--- src/rtl/thumb_pkg.sv ---
// Shared encodings for the thumb_core slice: FSM states, ALU ops, opcode prefixes, condition codes.
package thumb_pkg;

  typedef enum logic [1:0] {
    ST_FETCH = 2'd0,
    ST_EXEC  = 2'd1,
    ST_MEM   = 2'd2,
    ST_HALT  = 2'd3
  } state_t;

  typedef enum logic [1:0] {
    ALU_ADD = 2'd0,
    ALU_SUB = 2'd1,
    ALU_MOV = 2'd2
  } alu_op_t;

  // Opcode prefixes, compared against the top bits of the instruction
  localparam logic [4:0] OP_MOVS  = 5'b00100;
  localparam logic [4:0] OP_CMP   = 5'b00101;
  localparam logic [4:0] OP_ADDI  = 5'b00110;
  localparam logic [4:0] OP_SUBI  = 5'b00111;
  localparam logic [6:0] OP_ADDR  = 7'b0001100;
  localparam logic [6:0] OP_SUBR  = 7'b0001101;
  localparam logic [4:0] OP_STR   = 5'b01100;
  localparam logic [4:0] OP_LDR   = 5'b01101;
  localparam logic [3:0] OP_BCOND = 4'b1101;
  localparam logic [4:0] OP_B     = 5'b11100;
  localparam logic [7:0] OP_SVC   = 8'b11011111;

  localparam logic [3:0] CC_EQ = 4'b0000;
  localparam logic [3:0] CC_NE = 4'b0001;
  localparam logic [3:0] CC_GE = 4'b1010;
  localparam logic [3:0] CC_LT = 4'b1011;
  localparam logic [3:0] CC_GT = 4'b1100;
  localparam logic [3:0] CC_LE = 4'b1101;

  // Returns {recognised, taken} for a branch condition field
  function automatic logic [1:0] cond_eval(input logic [3:0] cc, input logic n,
                                           input logic z, input logic v);
    logic gt;
    gt = ~z & (n == v);
    case (cc)
      CC_EQ:   cond_eval = {1'b1, z};
      CC_NE:   cond_eval = {1'b1, ~z};
      CC_GE:   cond_eval = {1'b1, n == v};
      CC_LT:   cond_eval = {1'b1, n != v};
      CC_GT:   cond_eval = {1'b1, gt};
      CC_LE:   cond_eval = {1'b1, ~gt};
      default: cond_eval = 2'b00;
    endcase
  endfunction

endpackage

--- src/rtl/thumb_alu.sv ---
// Combinational ALU: add, subtract (NOT-borrow carry) and move, with NZCV outputs.
module thumb_alu
  import thumb_pkg::*;
(
  input  logic [31:0] a,
  input  logic [31:0] b,
  input  alu_op_t     op,
  output logic [31:0] result,
  output logic        n,
  output logic        z,
  output logic        c,
  output logic        v
);

  logic [32:0] wide;

  // Result and flag generation
  always_comb begin
    wide   = 33'b0;
    result = b;
    c      = 1'b0;
    v      = 1'b0;
    case (op)
      ALU_ADD: begin
        wide   = {1'b0, a} + {1'b0, b};
        result = wide[31:0];
        c      = wide[32];
        v      = (a[31] == b[31]) && (result[31] != a[31]);
      end
      ALU_SUB: begin
        wide   = {1'b0, a} - {1'b0, b};
        result = wide[31:0];
        c      = ~wide[32];
        v      = (a[31] != b[31]) && (result[31] != a[31]);
      end
      default: result = b;
    endcase
    n = result[31];
    z = (result == 32'b0);
  end

endmodule

--- src/rtl/thumb_core.sv ---
// Multi-cycle Thumb-subset core: fetch / execute / memory over a single req/ack port.
module thumb_core
  import thumb_pkg::*;
#(
  parameter int unsigned ADDR_W   = 10,
  parameter int unsigned RESET_PC = 0,
  parameter int unsigned SVC_HALT = 100
) (
  input  logic              clock,
  input  logic              reset,
  output logic              mem_req,
  output logic              mem_we,
  output logic [ADDR_W-1:0] mem_addr,
  output logic [31:0]       mem_wdata,
  input  logic [31:0]       mem_rdata,
  input  logic              mem_ack,
  output logic              svc_valid,
  output logic [7:0]        svc_imm,
  output logic              halted,
  output logic              fault
);

  localparam int unsigned PC_W = ADDR_W + 1;

  state_t            state;
  logic [PC_W-1:0]   pc;
  logic [31:0]       regs [8];
  logic [3:0]        nzcv;
  logic [15:0]       instr;

  logic [15:0]       fetch_half;
  logic              fetch_svc;
  alu_op_t           alu_op;
  logic [31:0]       alu_a, alu_b, alu_res;
  logic              alu_n, alu_z, alu_c, alu_v;
  logic [2:0]        rd;
  logic              wr_rd, wr_nz, wr_cv;
  logic              is_mem, is_str, is_branch, br_taken, is_halt_svc, illegal;
  logic [31:0]       br_off;
  logic [1:0]        cc;
  logic [ADDR_W-1:0] data_addr;
  logic [PC_W-1:0]   pc_inc, pc_next;
  logic [3:0]        nzcv_upd;

  assign fetch_half = pc[0] ? mem_rdata[31:16] : mem_rdata[15:0];
  assign fetch_svc  = (fetch_half[15:8] == OP_SVC) && (fetch_half[7:0] != 8'(SVC_HALT));
  assign data_addr  = ADDR_W'(regs[instr[5:3]] + 32'(instr[10:6]));
  assign pc_inc     = pc + PC_W'(1);
  assign pc_next    = (is_branch && br_taken) ? pc_inc + PC_W'(br_off) : pc_inc;
  assign nzcv_upd   = {alu_n, alu_z, wr_cv ? alu_c : nzcv[1], wr_cv ? alu_v : nzcv[0]};

  thumb_alu u_alu (
    .a      (alu_a),
    .b      (alu_b),
    .op     (alu_op),
    .result (alu_res),
    .n      (alu_n),
    .z      (alu_z),
    .c      (alu_c),
    .v      (alu_v)
  );

  // Instruction decode for the EXEC cycle
  always_comb begin
    alu_op      = ALU_ADD;
    alu_a       = regs[instr[10:8]];
    alu_b       = {24'b0, instr[7:0]};
    rd          = instr[10:8];
    wr_rd       = 1'b0;
    wr_nz       = 1'b0;
    wr_cv       = 1'b0;
    is_mem      = 1'b0;
    is_str      = 1'b0;
    is_branch   = 1'b0;
    br_taken    = 1'b0;
    br_off      = 32'b0;
    is_halt_svc = 1'b0;
    illegal     = 1'b0;
    cc          = cond_eval(instr[11:8], nzcv[3], nzcv[2], nzcv[0]);
    if (instr[15:11] == OP_MOVS) begin
      alu_op = ALU_MOV;
      wr_rd  = 1'b1;
      wr_nz  = 1'b1;
    end else if (instr[15:11] == OP_CMP) begin
      alu_op = ALU_SUB;
      wr_nz  = 1'b1;
      wr_cv  = 1'b1;
    end else if (instr[15:11] == OP_ADDI || instr[15:11] == OP_SUBI) begin
      alu_op = instr[11] ? ALU_SUB : ALU_ADD;
      wr_rd  = 1'b1;
      wr_nz  = 1'b1;
      wr_cv  = 1'b1;
    end else if (instr[15:9] == OP_ADDR || instr[15:9] == OP_SUBR) begin
      alu_op = instr[9] ? ALU_SUB : ALU_ADD;
      alu_a  = regs[instr[5:3]];
      alu_b  = regs[instr[8:6]];
      rd     = instr[2:0];
      wr_rd  = 1'b1;
      wr_nz  = 1'b1;
      wr_cv  = 1'b1;
    end else if (instr[15:11] == OP_STR || instr[15:11] == OP_LDR) begin
      is_mem = 1'b1;
      is_str = ~instr[11];
    end else if (instr[15:8] == OP_SVC) begin
      is_halt_svc = (instr[7:0] == 8'(SVC_HALT));
    end else if (instr[15:12] == OP_BCOND) begin
      if (cc[1]) begin
        is_branch = 1'b1;
        br_taken  = cc[0];
        br_off    = {{24{instr[7]}}, instr[7:0]};
      end else begin
        illegal = 1'b1;
      end
    end else if (instr[15:11] == OP_B) begin
      is_branch = 1'b1;
      br_taken  = 1'b1;
      br_off    = {{21{instr[10]}}, instr[10:0]};
    end else begin
      illegal = 1'b1;
    end
  end

  // Core FSM, architectural state and registered memory/status outputs
  always_ff @(posedge clock) begin
    if (reset) begin
      state     <= ST_FETCH;
      pc        <= PC_W'(RESET_PC);
      nzcv      <= 4'b0;
      instr     <= 16'b0;
      for (int i = 0; i < 8; i++) regs[i] <= 32'b0;
      mem_req   <= 1'b0;
      mem_we    <= 1'b0;
      mem_addr  <= '0;
      mem_wdata <= 32'b0;
      svc_valid <= 1'b0;
      svc_imm   <= 8'b0;
      halted    <= 1'b0;
      fault     <= 1'b0;
    end else begin
      svc_valid <= 1'b0;
      case (state)
        ST_FETCH: begin
          if (!mem_req) begin
            mem_req   <= 1'b1;
            mem_we    <= 1'b0;
            mem_addr  <= pc[ADDR_W:1];
            mem_wdata <= 32'b0;
          end else if (mem_ack) begin
            instr   <= fetch_half;
            mem_req <= 1'b0;
            state   <= ST_EXEC;
            if (fetch_svc) begin
              svc_valid <= 1'b1;
              svc_imm   <= fetch_half[7:0];
            end
          end
        end
        ST_EXEC: begin
          if (illegal) begin
            fault  <= 1'b1;
            halted <= 1'b1;
            state  <= ST_HALT;
          end else if (is_halt_svc) begin
            halted <= 1'b1;
            state  <= ST_HALT;
          end else begin
            pc      <= pc_next;
            mem_req <= 1'b1;
            if (wr_rd) regs[rd] <= alu_res;
            if (wr_nz) nzcv <= nzcv_upd;
            if (is_mem) begin
              mem_we    <= is_str;
              mem_addr  <= data_addr;
              mem_wdata <= is_str ? regs[instr[2:0]] : 32'b0;
              state     <= ST_MEM;
            end else begin
              mem_we    <= 1'b0;
              mem_addr  <= pc_next[ADDR_W:1];
              mem_wdata <= 32'b0;
              state     <= ST_FETCH;
            end
          end
        end
        ST_MEM: begin
          if (mem_ack) begin
            if (!mem_we) regs[instr[2:0]] <= mem_rdata;
            mem_req   <= 1'b0;
            mem_we    <= 1'b0;
            mem_wdata <= 32'b0;
            state     <= ST_FETCH;
          end
        end
        default: begin
          mem_req <= 1'b0;
          halted  <= 1'b1;
        end
      endcase
    end
  end

endmodule

--- config.mk ---
export PLATFORM = sky130hd
export DESIGN_NAME = thumb_core
export DESIGN_NICKNAME = d
export VERILOG_FILES = /design/src/rtl/thumb_pkg.sv /design/src/rtl/thumb_alu.sv /design/src/rtl/thumb_core.sv
export SDC_FILE = /design/constraint.sdc
export NUM_CORES = 1
export LEC_CHECK = 0
export ABC_AREA = 1
export CORE_MARGIN = 5
export CORE_UTILIZATION = 35
export DETAILED_ROUTE_END_ITERATION = 10
export GPL_ROUTABILITY_DRIVEN = 0
export MAX_ROUTING_LAYER = met4
export PLACE_DENSITY = 0.49
export SYNTH_ARGS = -nofsm -noshare
export SYNTH_HDL_FRONTEND = slang
export SYNTH_HIERARCHICAL = 1
export SYNTH_SLANG_ARGS = --single-unit
--- constraint.sdc ---
create_clock -name clock -period 4.1 [get_ports clock]
set_input_delay 0.41 -clock clock [delete_from_list [all_inputs] [get_ports clock]]
set_output_delay 0.41 -clock clock [all_outputs]
set_load 0.005 [all_outputs]
==> results.md, run 1 <==
Status:
- The run finished with clean final reports.

STA:
- The final hold violation count is 0.
- In the finished design, the share of the clock period the worst path needs comes to 0.993.
- Setup repair after global routing could not meet its margin everywhere.
- The shortest clock period the worst path allows after layout is 4.07 ns.
- For the final routed database, the setup TNS stands at 0 ns.
- The maximum clock rate is 246 MHz.
- Once routing completed, OpenROAD measured the worst setup slack at 0.0296 ns.
- Hold timing on the final database bottoms out at a slack of 0.459 ns.
- Setup violations remaining at the end of the flow were counted as 0.
- Clock skew on the completed layout was measured at 0.0642 ns.
- The final max-slew violation count was 0.
- For the pin with the worst max-slew slack, the measured transition is 0.980 ns.
- The worst pin sits at a relative slew slack of 0.346.

Global routing:
- The number of global-route vias before repair was 30600.
- For met2 alone, demand over resource in global routing was 0.477.
- The total congestion overflow is 0.
- The number of antenna violations at the first check in global routing was 3.
- The maximum number of pins on one net before global-route repair is 144.
- In this run the most used layer during global routing was met2.
- The global-route met3 utilization is 0.0446.
- The global-route wire length before repair is 207000 um.
- The global-route usage over all layers is 0.320.
- In the global route stage, met1 resource usage came out at 0.432.

Cells and area:
- For this run, the share of the core covered by cells in the final layout is 0.473.
- The post-route non-filler standard cell count is 5897.
- The final net count is 4911.
- Summing all multi-input logic gate instances after layout gives 17700 um2.
- The layout cell share with drive strength beyond 1 is 0.226.
- Registers take 9680 um2.
- In the layout the commonest cells are sky130_fd_sc_hd__nand2_1, sky130_fd_sc_hd__a21oi_1, sky130_fd_sc_hd__o21ai_0.
- Leaving out fill and tap cells, the most frequent cell in the layout is sky130_fd_sc_hd__nand2_1.
- The final-layout fill cell count is 8274.
- The relative area change from synthesis to final layout is 34.3%.

Routing:
- In the final routed layout, each cell accounts on average for 25.1 um.
- Using the TritonRoute via totals, the vias-per-cell ratio works out to 5.77.
- The DRC violations left is 0.
- For this block, the via count after detailed routing is 34000.
- The count of nets left with antenna violations once routing finished came out at 0.
- The detailed-routing iteration count for the pre-antenna-repair pass is 5.
- The post-detailed-routing wire length is 148000 um.
- For this block, the initial DRC count from the detailed router was 4287.

Pwr:
- The analysis attributes to cell leakage a power of 16.2 nW.
- The worst-case IR drop observed on VDD is 0.396 mV.
- The total power per unit cell area is 679 nW/um2.

Clocking:
- The clock transition at the registers of the reported paths is 0.06 ns.
- The clock tree from TritonCTS is done.
- The total number of clock tree sinks is 354.
- The root buffer cell chosen for the clock tree is sky130_fd_sc_hd__clkbuf_16.
- The later pin in the worst-skew pair is clocked with a latency of 0.64 ns.
- For this design, the CTS-stage hold fixing added 0 buffers.
- The clock tree buffer depth is 3.
- The H-tree generated during clock tree synthesis spans 2 levels.
- The number of clock buffers added by TritonCTS is 46.

Critical path:
- For the worst setup path, the data required time is 4.63 ns.
- STA classifies the critical path endpoint as a flip-flop.
- The arrival time at the worst endpoint is 4.60 ns.
- The critical path is of the flip-flop to flip-flop type.
- The number of cell instances on the worst register-to-register path is 30.
- The capture point of the worst path is nzcv[2]$_SDFFE_PP0P_.
- In this design, the stage delay of the slowest critical-path cell is 0.39 ns.
- The startpoint kind of the worst setup timing path is a flip-flop.
- The largest fanout on the critical path is 11.
- The endpoint identified for the worst register-to-register timing path is nzcv[2]$_SDFFE_PP0P_.
- The library cell contributing the largest single delay on the critical path is sky130_fd_sc_hd__dfxtp_4.
- The minimum setup slack among reg-to-reg paths is 0.03 ns.

Place:
- Detailed placement ended at an HPWL of 103000 um.
- The post-placement worst setup slack is -0.464 ns.
- In this run, placement finished with an instance count of 5748.
- Port buffering added 89 buffers.

Yosys:
- The netlist area before placement is 28800 um2.
- Counting every net in the synthesized netlist gives 4483.
- The cell count after synthesis is 4360.
- The synthesis warning total is 6.
- The mean instance size in the synthesized netlist is 6.61 um2.

Floorplan:
- The horizontal extent of the die is 297 um.
- The full die area is 88200 um2.
- The total area inside the core boundary comes to 81800 um2.
- For this configuration, the core starts out at a cell density of 0.352.
- The total I/O pin count is 90.
- The number of placement rows is 105.
- The chip height is 297 um.

Worst hold path:
- The worst hold path was traced through 2 stages.
- The worst hold path belongs to the class flip-flop to flip-flop.

Job:
- The tool flagged a number of max-cap violations equal to 0.
-- metrics by stage --
step                      power, mW  instance area (um2)
after floorplan                12.3                28800
after global placement         19.5                34400
after detailed placement       19.5                34400
after CTS                      24.2                36500
after global routing           27.6                38700
final                          26.3                38700
-- area by class of cell --
type	count	area share
Inverter	471	0.0470
Antenna cell	2	0.000129
Clock buffer	59	0.0320
Sequential cell	354	0.250
Tap cell	1070	0.0346
Multi-Input combinational cell	3234	0.458
Clock inverter	26	0.00928
Timing Repair Buffer	681	0.169
-- worst min-delay path by stage --
| stage | startpoint | to | slack [ns] |
|---|---|---|---|
| after floorplan | svc_imm[0]$_SDFFE_PP0P_ | svc_imm[0]$_SDFFE_PP0P_ | 0.46 |
| after global placement | svc_imm[4]$_SDFFE_PP0P_ | svc_imm[4]$_SDFFE_PP0P_ | 0.45 |
| after detailed placement | svc_imm[4]$_SDFFE_PP0P_ | svc_imm[4]$_SDFFE_PP0P_ | 0.45 |
| after CTS | svc_imm[4]$_SDFFE_PP0P_ | svc_imm[4]$_SDFFE_PP0P_ | 0.46 |
| after global routing | mem_wdata[22]$_SDFFE_PP0P_ | mem_wdata[22]$_SDFFE_PP0P_ | 0.49 |
| final | svc_imm[4]$_SDFFE_PP0P_ | svc_imm[4]$_SDFFE_PP0P_ | 0.46 |
-- timing repair --
item | CTS | global route
pin swaps | 2 | 103
gates resized for setup | 111 | 393
cloned | 1 | 17
setup endpoints to repair | 149 | 209
setup buffers | 4 | 41
-- layer usage --
layer,share of wire,vias to the layer above
met1,0.41,15900
met2,0.43,1982
met4,0.063,0
met5,0,-
met3,0.10,469
li1,-,15700
-- flip-flops by register name (all words and copies together), names as in the netlist, named ones only --
signal / flops
instr: 16
pc: 11
fault: 1
nzcv: 3
svc_imm: 8
mem_addr: 10
mem_req: 1
halted: 1
state: 2
svc_valid: 1
regs: 256
mem_wdata: 32
mem_we: 1
-- worst max-delay path, delay by kind of cell (launching register included) --
kind,cells,cell delay [ns]
buffers and inverters,6,0.69
and+or+nand+nor,18,1.81
AOI/OAI and AO/OA,4,0.59
adders and majority gates,2,0.56
DFF,1,0.39
-- power breakdown --
group | internal, mW | leakage (nW) | switching (mW)
clock | 2.54 | 0.768 | 1.77
combinational | 6.81 | 12.0 | 10.7
sequential | 4.16 | 3.45 | 0.291
No activity file was read; power rests on OpenSTA's default activity.
==> run 2: changes to the inputs <==
Settings changed: SETUP_SLACK_MARGIN set to 0.1.
==> run 2 against run 1 <==
Net effect: sequential power is 0.9% higher; clock power shrank 2%; worst hold slack better by 0.0063 ns; utilization down 1.5 points; sequential cell count did not move; fmax fell by 0.66%; routed wire length down 3.6%; worst setup slack got worse by 0.027 ns; combinational power shrank 3%; design area shrank 3.1%; cell count decreased by 1.1%.
==> results.md, run 2 (synthesized netlist as in run 1, its figures left out) <==
Critical path:
- The worst setup path category is flip-flop to flip-flop (unchanged).
- The largest fanout on the critical path came to 8 (was 11).
- The required arrival time at the worst endpoint is 4.41 ns (was 4.63 ns).
- The kind of end point of the critical path is a flip-flop (unchanged).
- The startpoint kind of the worst setup timing path is a flip-flop (unchanged).
- The arrival time at the worst endpoint is 4.41 ns (was 4.60 ns).

Cells and area:
- The most common cell after layout, fill and taps aside is sky130_fd_sc_hd__nand2_1 (unchanged).
- The flip-flop count of the largest register, all copies and words added was 256 (unchanged).
- The register bank with the most flops is regs (unchanged).
- The post-layout utilization of the core is 0.458 (was 0.473).
- The layout cell share with drive strength beyond 1 is 0.199 (was 0.226).
- The final net count is 4848 (was 4911).
- Largest regs: regs x256, mem_wdata x32, instr x16 (unchanged).
- The summed area of non-filler cells in the final layout is 37500 um2 (was 38700 um2).
- The post-route non-filler standard cell count is 5835 (was 5897).
- The relative area change from synthesis to final layout was 30.2% (was 34.3%).
- Most frequent cells in the layout: sky130_fd_sc_hd__nand2_1, sky130_fd_sc_hd__a21oi_1, sky130_fd_sc_hd__o21ai_0 (unchanged).

Floorplan:
- The full die area is 88200 um2 (unchanged).
- The core area is 81800 um2 (unchanged).
- The horizontal extent of the die is 297 um (unchanged).
- The number of placement rows is 105 (unchanged).
- The chip height was 297 um (unchanged).
- The starting density of the core is 0.352 (unchanged).
- The total I/O pin count is 90 (unchanged).

Place:
- The sum of net half-perimeters after detailed placement came to 99700 um (was 103000 um).
- The number of port buffers is 89 (unchanged).
- The number of placed instances with taps included is 5702 (was 5748).
- The instance area at placement is 34200 um2 (was 34400 um2).

Routing:
- The DRC violations left came to 0 (unchanged).
- The number of vias per cell is 5.70 (was 5.77).
- The detailed-route via count was 33300 (was 34000).
- The post-detailed-routing wire length is 143000 um (was 148000 um).
- The routed wirelength normalized by instance count came to 24.5 um (was 25.1 um).
- The number of DRC markers in iteration 0 came to 4233 (was 4287).
- The remaining antenna violation count after routing came to 0 (unchanged).
- The detailed-routing iteration count for the pre-antenna-repair pass was 6 (was 5).

STA:
- The relative slew slack came to 0.295 (was 0.346).
- The transition time at the pin with the least slew margin was 1.05 ns (was 0.980 ns).
- The shortest clock period the worst path allows after layout is 4.10 ns (was 4.07 ns).
- Setup repair after global routing missed its margin: true (unchanged).
- The final setup violation count is 0 (unchanged).
- The setup TNS after final layout is 0 ns (unchanged).
- The final max-slew violation count came to 0 (unchanged).
- The final hold violation count came to 0 (unchanged).
- The final period utilization is 0.999 (was 0.993).
- The worst clock skew is 0.0454 ns (was 0.0642 ns).
- The maximum clock rate is 244 MHz (was 246 MHz).

Pwr:
- The highest ir drop seen on vdd is 0.445 mV (was 0.396 mV).
- The total power per unit cell area is 684 nW/um2 (was 679 nW/um2).
- The leakage power is 15.8 nW (was 16.2 nW).

Clocking:
- The cell at the root of the clock tree is sky130_fd_sc_hd__clkbuf_16 (unchanged).
- The total number of clock tree sinks was 354 (unchanged).
- The number of H-tree levels is 2 (unchanged).
- The number of buffers added by the clock tree synthesis step is 46 (unchanged).
- The clock tree buffer depth came to 3 (unchanged).
- The clock tree from TritonCTS is done (unchanged).
- The worst-skew pair later-pin latency is 0.63 ns (was 0.64 ns).
- The clock transition at the registers of the reported paths is 0.07 ns (was 0.06 ns).

Global routing:
- The total congestion overflow is 0 (unchanged).
- The global-route wire length before repair is 206000 um (was 207000 um).
- The maximum number of pins on one net before global-route repair is 131 (was 144).
- The number of global-route vias before repair is 30500 (was 30600).
- The number of antenna violations at the first check in global routing is 2 (was 3).
- The global-route usage over all layers is 0.317 (was 0.320).

Job:
- The reported max-cap violation count came to 0 (unchanged).

Status:
- Outcome: completed (unchanged).

Worst hold path:
- The worst min-delay path startpoint is svc_imm[1]$_SDFFE_PP0P_ (was svc_imm[4]$_SDFFE_PP0P_).
- The class of the tightest hold or removal check is flip-flop to flip-flop (unchanged).
run 2: cell type report:
cell class / instances / area, um2
antenna: 2 / 5.00
clock buffer: 57 / 1240
clock inverter: 29 / 310
fill: 8431 / 44300
inverter: 471 / 1800
multi-input combinational: 3234 / 17200
sequential: 354 / 9670
tap: 1070 / 1340
timing repair buffer: 618 / 5930
run 2: critical path: stages, from the launching register on:
cell,delay [ns]
sky130_fd_sc_hd__dfxtp_4,0.48
sky130_fd_sc_hd__buf_6,0.16
sky130_fd_sc_hd__o21ai_0,0.11
sky130_fd_sc_hd__a221oi_2,0.29
sky130_fd_sc_hd__a31oi_2,0.08
sky130_fd_sc_hd__nor2_1,0.15
sky130_fd_sc_hd__a31oi_2,0.07
sky130_fd_sc_hd__buf_4,0.17
sky130_fd_sc_hd__ha_1,0.28
sky130_fd_sc_hd__nor2_1,0.29
sky130_fd_sc_hd__nand2_2,0.14
sky130_fd_sc_hd__nand4_1,0.14
sky130_fd_sc_hd__nand2_2,0.09
sky130_fd_sc_hd__nand2_2,0.10
sky130_fd_sc_hd__nand2_2,0.07
sky130_fd_sc_hd__buf_4,0.14
sky130_fd_sc_hd__nand2_1,0.11
sky130_fd_sc_hd__nand3_1,0.09
sky130_fd_sc_hd__nand3_1,0.09
sky130_fd_sc_hd__nand2_1,0.07
sky130_fd_sc_hd__nor2_2,0.12
sky130_fd_sc_hd__inv_1,0.06
sky130_fd_sc_hd__mux2i_2,0.22
sky130_fd_sc_hd__buf_6,0.19
sky130_fd_sc_hd__nor2_1,0.05
run 2: report_power, final:
group,switching [mW],internal (mW),leakage (nW)
clock network,1.82,2.43,0.747
logic,10.4,6.53,11.6
registers,0.339,4.16,3.45
total,12.5,13.1,15.8
run 2: per-stage QoR:
stage	hold WS, ns	power (mW)	setup slack, ns
floorplan	0.457	12.3	0.118
global placement	0.456	19.3	-0.341
detailed placement	0.458	19.3	-0.416
CTS	0.467	24.8	0.0885
global route	0.494	26.9	-0.158
finish	0.466	25.6	0.00264
run 2: metal layers:
layer	global-route usage	vias to the layer above	wire [um]
li1	-	15500	-
met2	0.479	1808	61800
met3	0.0469	314	13500
met4	0.115	0	6430
met5	-	-	0
met1	0.435	15600	61100
run 2: final timing paths:
check	cells after the start	to	slack, ns
hold reg to reg	2	svc_imm[1]$_SDFFE_PP0P_	0.47
hold / removal	2	svc_imm[1]$_SDFFE_PP0P_	0.47
setup reg to reg	24	regs[1][23]$_SDFFCE_PN0P_	0.003
setup / recovery	24	regs[1][23]$_SDFFCE_PN0P_	0.003
run 2: what timing repair did:
action,4_1_cts,5_1_grt
cloned,8,1
hold buffers,0,0
endpoints found under the setup margin,185,187
buffers inserted,32,4
gates resized for setup,203,123
pin swaps,38,46
